[src/rtl/alu_issue_ctrl_if.sv]
// alu_issue_ctrl_if
// Bundles every handshake and bus signal of alu_issue_ctrl so the controller
// and its environment connect through one port.
//   cmd_*     : command channel (valid/ready), opcode, operands, carry-use select
//   alu_*     : one-cycle issue towards the ALU and its registered response
//   rsp_*     : response channel (valid/ready) with captured result and error
//   cf / zf   : architectural carry and zero flag registers
//   stat_*    : present only when ALU_ISSUE_STATS_EN is defined
// Modport master is the controller side; modport slave is the environment side.
interface alu_issue_ctrl_if;
  logic       cmd_valid;
  logic       cmd_ready;
  logic [3:0] cmd_op;
  logic [3:0] cmd_a;
  logic [3:0] cmd_b;
  logic       cmd_use_cf;

  logic       alu_valid_in;
  logic [3:0] alu_a;
  logic [3:0] alu_b;
  logic       alu_cin;
  logic [3:0] alu_ctl;
  logic       alu_valid_out;
  logic [3:0] alu_result;
  logic       alu_carry;
  logic       alu_zero;

  logic       rsp_valid;
  logic       rsp_ready;
  logic [3:0] rsp_result;
  logic       rsp_carry;
  logic       rsp_zero;
  logic       rsp_err;

  logic       cf;
  logic       zf;

`ifdef ALU_ISSUE_STATS_EN
  logic [15:0] stat_ops;
  logic [15:0] stat_errs;

  modport master (
    input  cmd_valid, cmd_op, cmd_a, cmd_b, cmd_use_cf,
    output cmd_ready,
    output alu_valid_in, alu_a, alu_b, alu_cin, alu_ctl,
    input  alu_valid_out, alu_result, alu_carry, alu_zero,
    output rsp_valid, rsp_result, rsp_carry, rsp_zero, rsp_err,
    input  rsp_ready,
    output cf, zf,
    output stat_ops, stat_errs
  );

  modport slave (
    output cmd_valid, cmd_op, cmd_a, cmd_b, cmd_use_cf,
    input  cmd_ready,
    input  alu_valid_in, alu_a, alu_b, alu_cin, alu_ctl,
    output alu_valid_out, alu_result, alu_carry, alu_zero,
    input  rsp_valid, rsp_result, rsp_carry, rsp_zero, rsp_err,
    output rsp_ready,
    input  cf, zf,
    input  stat_ops, stat_errs
  );
`else
  modport master (
    input  cmd_valid, cmd_op, cmd_a, cmd_b, cmd_use_cf,
    output cmd_ready,
    output alu_valid_in, alu_a, alu_b, alu_cin, alu_ctl,
    input  alu_valid_out, alu_result, alu_carry, alu_zero,
    output rsp_valid, rsp_result, rsp_carry, rsp_zero, rsp_err,
    input  rsp_ready,
    output cf, zf
  );

  modport slave (
    output cmd_valid, cmd_op, cmd_a, cmd_b, cmd_use_cf,
    input  cmd_ready,
    input  alu_valid_in, alu_a, alu_b, alu_cin, alu_ctl,
    output alu_valid_out, alu_result, alu_carry, alu_zero,
    input  rsp_valid, rsp_result, rsp_carry, rsp_zero, rsp_err,
    output rsp_ready,
    input  cf, zf
  );
`endif
endinterface

[src/rtl/alu_issue_ctrl.sv]
// alu_issue_ctrl
// Command-side controller for the 4-bit ALU. Accepts one command at a time,
// issues it to the ALU for exactly one cycle, waits (bounded by TIMEOUT) for
// the ALU's registered response, and returns it on the response channel.
// Owns the carry/zero flag registers used to feed alu_cin on chained ops.
// Ports:
//   clk   : rising-edge clock
//   reset : asynchronous, active-low reset
//   bus   : alu_issue_ctrl_if.master (command, ALU, response, flag signals)
// Parameter TIMEOUT (1..15): WAIT cycles allowed before aborting with rsp_err.
// Optional feature macro ALU_ISSUE_STATS_EN adds saturating 16-bit counters
// stat_ops (accepted commands) and stat_errs (error responses).
module alu_issue_ctrl #(
  parameter int unsigned TIMEOUT = 4
) (
  input logic             clk,
  input logic             reset,
  alu_issue_ctrl_if.master bus
);

  typedef enum logic [1:0] {
    S_IDLE,
    S_ISSUE,
    S_WAIT,
    S_RESP
  } state_e;

  // Timer value on the last permitted WAIT cycle.
  localparam logic [3:0] TimeoutLast = 4'(TIMEOUT - 1);

  state_e     state_q, state_d;
  logic [3:0] op_q, op_d;
  logic [3:0] a_q, a_d;
  logic [3:0] b_q, b_d;
  logic       cin_q, cin_d;
  logic [3:0] timer_q, timer_d;
  logic [3:0] rsp_result_q, rsp_result_d;
  logic       rsp_carry_q, rsp_carry_d;
  logic       rsp_zero_q, rsp_zero_d;
  logic       rsp_err_q, rsp_err_d;
  logic       cf_q, cf_d;
  logic       zf_q, zf_d;
  logic       accept;
  logic       err_rsp;

  // Next-state and datapath decode. Every register holds unless the state
  // explicitly updates it, so alu_* operands keep their last values.
  always_comb begin
    state_d      = state_q;
    op_d         = op_q;
    a_d          = a_q;
    b_d          = b_q;
    cin_d        = cin_q;
    timer_d      = timer_q;
    rsp_result_d = rsp_result_q;
    rsp_carry_d  = rsp_carry_q;
    rsp_zero_d   = rsp_zero_q;
    rsp_err_d    = rsp_err_q;
    cf_d         = cf_q;
    zf_d         = zf_q;
    accept       = 1'b0;
    err_rsp      = 1'b0;

    case (state_q)
      S_IDLE: begin
        if (bus.cmd_valid) begin
          accept = 1'b1;
          op_d   = bus.cmd_op;
          a_d    = bus.cmd_a;
          b_d    = bus.cmd_b;
          cin_d  = bus.cmd_use_cf & cf_q;
          // Opcodes 14 and 15 have no ALU meaning: answer directly with an
          // error and never touch the ALU or the flags.
          if (bus.cmd_op >= 4'd14) begin
            rsp_result_d = 4'd0;
            rsp_carry_d  = 1'b0;
            rsp_zero_d   = 1'b0;
            rsp_err_d    = 1'b1;
            err_rsp      = 1'b1;
            state_d      = S_RESP;
          end else begin
            state_d = S_ISSUE;
          end
        end
      end

      S_ISSUE: begin
        timer_d = 4'd0;
        state_d = S_WAIT;
      end

      S_WAIT: begin
        if (bus.alu_valid_out) begin
          rsp_result_d = bus.alu_result;
          rsp_carry_d  = bus.alu_carry;
          rsp_zero_d   = bus.alu_zero;
          rsp_err_d    = 1'b0;
          cf_d         = bus.alu_carry;
          zf_d         = bus.alu_zero;
          state_d      = S_RESP;
        end else if (timer_q == TimeoutLast) begin
          rsp_result_d = 4'd0;
          rsp_carry_d  = 1'b0;
          rsp_zero_d   = 1'b0;
          rsp_err_d    = 1'b1;
          err_rsp      = 1'b1;
          state_d      = S_RESP;
        end else begin
          timer_d = timer_q + 4'd1;
        end
      end

      S_RESP: begin
        if (bus.rsp_ready) begin
          state_d = S_IDLE;
        end
      end

      default: begin
        state_d = S_IDLE;
      end
    endcase
  end

  // State and datapath registers; reset discards any in-flight command.
  always_ff @(posedge clk or negedge reset) begin
    if (!reset) begin
      state_q      <= S_IDLE;
      op_q         <= 4'd0;
      a_q          <= 4'd0;
      b_q          <= 4'd0;
      cin_q        <= 1'b0;
      timer_q      <= 4'd0;
      rsp_result_q <= 4'd0;
      rsp_carry_q  <= 1'b0;
      rsp_zero_q   <= 1'b0;
      rsp_err_q    <= 1'b0;
      cf_q         <= 1'b0;
      zf_q         <= 1'b0;
    end else begin
      state_q      <= state_d;
      op_q         <= op_d;
      a_q          <= a_d;
      b_q          <= b_d;
      cin_q        <= cin_d;
      timer_q      <= timer_d;
      rsp_result_q <= rsp_result_d;
      rsp_carry_q  <= rsp_carry_d;
      rsp_zero_q   <= rsp_zero_d;
      rsp_err_q    <= rsp_err_d;
      cf_q         <= cf_d;
      zf_q         <= zf_d;
    end
  end

  assign bus.cmd_ready    = (state_q == S_IDLE);
  assign bus.alu_valid_in = (state_q == S_ISSUE);
  assign bus.alu_a        = a_q;
  assign bus.alu_b        = b_q;
  assign bus.alu_cin      = cin_q;
  assign bus.alu_ctl      = op_q;
  assign bus.rsp_valid    = (state_q == S_RESP);
  assign bus.rsp_result   = rsp_result_q;
  assign bus.rsp_carry    = rsp_carry_q;
  assign bus.rsp_zero     = rsp_zero_q;
  assign bus.rsp_err      = rsp_err_q;
  assign bus.cf           = cf_q;
  assign bus.zf           = zf_q;

`ifdef ALU_ISSUE_STATS_EN
  logic [15:0] stat_ops_q, stat_ops_d;
  logic [15:0] stat_errs_q, stat_errs_d;

  // Saturating counters: stop at 0xFFFF rather than wrap.
  always_comb begin
    stat_ops_d  = stat_ops_q;
    stat_errs_d = stat_errs_q;
    if (accept && (stat_ops_q != 16'hFFFF)) begin
      stat_ops_d = stat_ops_q + 16'd1;
    end
    if (err_rsp && (stat_errs_q != 16'hFFFF)) begin
      stat_errs_d = stat_errs_q + 16'd1;
    end
  end

  always_ff @(posedge clk or negedge reset) begin
    if (!reset) begin
      stat_ops_q  <= 16'd0;
      stat_errs_q <= 16'd0;
    end else begin
      stat_ops_q  <= stat_ops_d;
      stat_errs_q <= stat_errs_d;
    end
  end

  assign bus.stat_ops  = stat_ops_q;
  assign bus.stat_errs = stat_errs_q;
`else
  // Without the counters these decodes have no consumer.
  logic unused_stats;
  assign unused_stats = accept ^ err_rsp;
`endif

endmodule

[src/flat_wrapper.sv]
// flat-port wrapper written by rule: the top's interface ports become plain ports
module alu_issue_ctrl_flat 
#(
  parameter int unsigned TIMEOUT = 4
)
  (clk, reset, bus_cmd_valid, bus_cmd_op, bus_cmd_a, bus_cmd_b, bus_cmd_use_cf, bus_cmd_ready, bus_alu_valid_in, bus_alu_a, bus_alu_b, bus_alu_cin, bus_alu_ctl, bus_alu_valid_out, bus_alu_result, bus_alu_carry, bus_alu_zero, bus_rsp_valid, bus_rsp_result, bus_rsp_carry, bus_rsp_zero, bus_rsp_err, bus_rsp_ready, bus_cf, bus_zf);
  alu_issue_ctrl_if bus_i ();
  input logic clk;
  input logic reset;
  input wire logic [$bits(bus_i.cmd_valid)-1:0] bus_cmd_valid;
  input wire logic [$bits(bus_i.cmd_op)-1:0] bus_cmd_op;
  input wire logic [$bits(bus_i.cmd_a)-1:0] bus_cmd_a;
  input wire logic [$bits(bus_i.cmd_b)-1:0] bus_cmd_b;
  input wire logic [$bits(bus_i.cmd_use_cf)-1:0] bus_cmd_use_cf;
  output wire logic [$bits(bus_i.cmd_ready)-1:0] bus_cmd_ready;
  output wire logic [$bits(bus_i.alu_valid_in)-1:0] bus_alu_valid_in;
  output wire logic [$bits(bus_i.alu_a)-1:0] bus_alu_a;
  output wire logic [$bits(bus_i.alu_b)-1:0] bus_alu_b;
  output wire logic [$bits(bus_i.alu_cin)-1:0] bus_alu_cin;
  output wire logic [$bits(bus_i.alu_ctl)-1:0] bus_alu_ctl;
  input wire logic [$bits(bus_i.alu_valid_out)-1:0] bus_alu_valid_out;
  input wire logic [$bits(bus_i.alu_result)-1:0] bus_alu_result;
  input wire logic [$bits(bus_i.alu_carry)-1:0] bus_alu_carry;
  input wire logic [$bits(bus_i.alu_zero)-1:0] bus_alu_zero;
  output wire logic [$bits(bus_i.rsp_valid)-1:0] bus_rsp_valid;
  output wire logic [$bits(bus_i.rsp_result)-1:0] bus_rsp_result;
  output wire logic [$bits(bus_i.rsp_carry)-1:0] bus_rsp_carry;
  output wire logic [$bits(bus_i.rsp_zero)-1:0] bus_rsp_zero;
  output wire logic [$bits(bus_i.rsp_err)-1:0] bus_rsp_err;
  input wire logic [$bits(bus_i.rsp_ready)-1:0] bus_rsp_ready;
  output wire logic [$bits(bus_i.cf)-1:0] bus_cf;
  output wire logic [$bits(bus_i.zf)-1:0] bus_zf;
  assign bus_i.cmd_valid = bus_cmd_valid;
  assign bus_i.cmd_op = bus_cmd_op;
  assign bus_i.cmd_a = bus_cmd_a;
  assign bus_i.cmd_b = bus_cmd_b;
  assign bus_i.cmd_use_cf = bus_cmd_use_cf;
  assign bus_cmd_ready = bus_i.cmd_ready;
  assign bus_alu_valid_in = bus_i.alu_valid_in;
  assign bus_alu_a = bus_i.alu_a;
  assign bus_alu_b = bus_i.alu_b;
  assign bus_alu_cin = bus_i.alu_cin;
  assign bus_alu_ctl = bus_i.alu_ctl;
  assign bus_i.alu_valid_out = bus_alu_valid_out;
  assign bus_i.alu_result = bus_alu_result;
  assign bus_i.alu_carry = bus_alu_carry;
  assign bus_i.alu_zero = bus_alu_zero;
  assign bus_rsp_valid = bus_i.rsp_valid;
  assign bus_rsp_result = bus_i.rsp_result;
  assign bus_rsp_carry = bus_i.rsp_carry;
  assign bus_rsp_zero = bus_i.rsp_zero;
  assign bus_rsp_err = bus_i.rsp_err;
  assign bus_i.rsp_ready = bus_rsp_ready;
  assign bus_cf = bus_i.cf;
  assign bus_zf = bus_i.zf;
  alu_issue_ctrl #(.TIMEOUT(TIMEOUT)) u_core (.clk(clk), .reset(reset), .bus(bus_i));
endmodule
[config.mk]
export PLATFORM = sky130hd
export DESIGN_NAME = alu_issue_ctrl_flat
export DESIGN_NICKNAME = d
export VERILOG_FILES = /design/src/rtl/alu_issue_ctrl_if.sv /design/src/rtl/alu_issue_ctrl.sv /design/src/flat_wrapper.sv
export SDC_FILE = /design/constraint.sdc
export NUM_CORES = 1
export LEC_CHECK = 0
export CAP_MARGIN = 20
export CORE_UTILIZATION = 44
export DETAILED_ROUTE_END_ITERATION = 16
export GPL_TIMING_DRIVEN = 0
export PLACE_DENSITY = 0.79
export SETUP_SLACK_MARGIN = 0.4
export SYNTH_ARGS = -nofsm -noshare
export SYNTH_HDL_FRONTEND = slang
export SYNTH_SLANG_ARGS = --single-unit
[constraint.sdc]
create_clock -name clk -period 2.25 [get_ports clk]
set_input_delay 0.3375 -clock clk [delete_from_list [all_inputs] [get_ports clk]]
set_output_delay 0.3375 -clock clk [all_outputs]
set_load 0.02 [all_outputs]
==> impl_metrics.json <==
{
  "cts_htree_levels": 1,
  "fp.coreArea_sq_um": 2850,
  "dp_worst_setup_slack_ps": 202,
  "p_leak_nw": 0.891,
  "synth-seq-cells": 28,
  "drtIter0Drc": 42,
  "totalWireLength_mm": 3.22,
  "area_growth_pct": 44.3,
  "pwr-share-seq": 0.336,
  "critPathSlowestCell": "dfrtp_1",
  "ys.flop_type": "dfrtp_1",
  "swShare": 0.390,
  "ys_seq_area_frac": 0.509,
  "fin_tns_setup_ps": 0,
  "ant_nets": 0,
  "crit_path_frequent_cell": "buf_4",
  "grt_pass1_wl_mm": 5.78,
  "root_buffer": "clkbuf_4",
  "synth_nets": 153,
  "grt-ovfl-total": 0,
  "hp-class": "input pin to asynchronous set/reset pin",
  "p_total_mw": 2.54,
  "synth_edf_count": 0,
  "relSlewSlack": 0.624,
  "cts_buffers": 3,
  "finalCritPeriodShare": 0.811,
  "grtUsageTotal": 0.225,
  "drv_slew": 0,
  "p_clk_frac": 0.093,
  "yosys-top-cells-area": "dfrtp_1 (51%), mux2_2 (9.8%), ha_1 (4.5%)",
  "power.switching_uw": 994,
  "ios": 49,
  "grt_pass1_vias": 1254,
  "grt_max_degree": 20,
  "setup_violations": 0,
  "cap_viol_max_count": 0,
  "violations": "design-rule violations",
  "tightest_slew_ps": 562,
  "hold_viol_final": 0,
  "io_buffers": 48,
  "synth_area_sq_um": 1380,
  "setup_slack_ps": 425,
  "cp.required_ps": 1910,
  "viasPerCell": 5.45,
  "synth_top_area_frac": 0.509,
  "cts_hold_buf": 0,
  "drcViolationCount": 3,
  "syn_area_per_cell_sq_um": 11.1,
  "die_h_microns": 58.0,
  "cts_sinks": 28,
  "rsz0062_at_grt": "true",
  "route.vias.total": 1150,
  "synth.most_common_cell": "dfrtp_1",
  "dieArea_sq_um": 3360,
  "rows": 19,
  "gp_congestion": 0.752,
  "powerDensity_nw_per_um2": 1280,
  "syn_inst": 124,
  "cp_cell_sequence": "buf_4, buf_4, ha_1, clkdlybuf4s15_1",
  "cpLargestDelayFamily": "buffers and inverters",
  "crit_buf_inv": 3,
  "die_w_microns": 58.0,
  "wl_per_cell_microns": 15.3,
  "cp_max_fo": 3,
  "vdd_drop_max_mv": 0.782,
  "initial_core_util": 0.483,
  "period_minus_slack_ps": 1820,
  "power_frac_comb": 0.571,
  "clk_pin_slew_ps": 140,
  "synth_common_cells": "dfrtp_1 (28), nand2_1 (13), mux2_2 (12), a21oi_1 (8), nand3_1 (8)",
  "synth.distinct_cells": 31,
  "critPathLaunchType": "flop",
  "critPathMaxStageDelay_ps": 420,
  "finClkSkew_ps": 3.65,
  "synth_top_area_cell": "dfrtp_1",
  "cts_tree": "yes",
  "drive_above_1_share": 0.161,
  "synthArstFlopShare": 1.00,
  "cts_buffer_depth": 2,
  "path_class": "flop to primary output",
  "crit_path_end_kind": "primary output",
  "p_int_mw": 1.55,
  "hpwl_mm": 2.50,
  "yosys_warnings": 0,
  "drt_pass1_iterations": 10,
  "fmaxAchievable_mhz": 548,
  "worstPathArrival_ps": 1490,
  "layout.nets": 210,
  "diodes": 0,
  "status": "finished with violations",
  "insertion_delay_ps": 310,
  "antenna_found_initial": 0
}
-- kinds of logic after synthesis --
family | synth area share
compound gates | 0.150
fa+ha+maj | 0.0454
buf+inv | 0.0481
flops | 0.509
mux | 0.105
simple gates | 0.143
-- final cells by class --
| cell class | instances | area (sq um) |
|---|---|---|
| tap | 31 | 38.8 |
| buffer | 7 | 45.0 |
| timing repair buffer | 52 | 528 |
| multi-input combinational | 82 | 613 |
| sequential | 28 | 701 |
| fill | 251 | 865 |
| inverter | 7 | 26.3 |
| clock buffer | 4 | 36.3 |
-- sequential cells by signal (all words and copies together) (netlist names) --
register               flops
u_core.bus.alu_a           4
u_core.bus.alu_b           4
u_core.bus.alu_cin         1
u_core.bus.alu_ctl         4
u_core.bus.cf              1
u_core.bus.rsp_carry       1
u_core.bus.rsp_err         1
u_core.bus.rsp_result      4
u_core.bus.rsp_zero        1
u_core.bus.zf              1
u_core.state_q             2
u_core.timer_q             4
-- layer usage --
| layer | wire, microns | share of wire | GRT usage |
|---|---|---|---|
| met3 | 242 | 0.075 | 0.0625 |
| met2 | 1690 | 0.53 | 0.392 |
| met1 | 1280 | 0.40 | 0.279 |
| met4 | 8 | 0.0025 | 0.0476 |
| met5 | 0 | 0 | 0 |
-- timing repair --
| item | CTS | global route |
|---|---|---|
| resized for setup | 4 | 4 |
| pin swaps | 0 | 0 |
| buffers inserted | 0 | 3 |
| setup endpoints to repair | 11 | 15 |
-- path summary, 6_finish.rpt --
kind / start / to / slack (ps) / cells past startpoint
max: u_core.state_q[0] / bus_alu_valid_in / 430 / 4
min: reset / u_core.bus.rsp_result[3] / 360 / 1
max reg2reg: u_core.state_q[1] / u_core.bus.rsp_result[1] / 480 / 6
min reg2reg: u_core.bus.zf / u_core.bus.zf / 510 / 2
max in group asynchronous: reset / u_core.bus.alu_b[3] / 1400 / 2
min in group clk: u_core.bus.zf / u_core.bus.zf / 510 / 2
-- power by group through the flow --
stage / logic, mW / registers, mW / clock network (mW)
2_1_floorplan: 0.603 / 1.07 / 0
3_3_place_gp: 1.38 / 0.852 / 0
3_5_place_dp: 1.43 / 0.874 / 0
4_1_cts: 1.42 / 0.862 / 0.247
5_1_grt: 1.57 / 0.883 / 0.265
6_report: 1.45 / 0.856 / 0.235
-- stage by stage --
stage	hold slack, ps	area, sq um	util	instances
global route	375	1990	0.697	211
detailed placement	476	1920	0.675	204
CTS	366	1960	0.687	208
global placement	469	1900	0.665	203
floorplan	41.9	1380	-	124
finish	364	1990	0.697	211
-- cell usage in the layout, fill, tap and decap left out, types with 2 or more instances in the layout --
cell type,instances
nand4_1,2
ha_1,5
inv_1,7
nand2_1,12
nor2b_1,3
a211o_1,4
a21oi_1,8
clkbuf_4,4
o21ai_0,2
nand3_1,8
dfrtp_1,28
buf_4,4
mux2_2,12
clkdlybuf4s50_1,45
dlygate4sd2_1,2
and3_1,4
buf_2,3
o211ai_1,7
(Power assumes the default switching activity.)
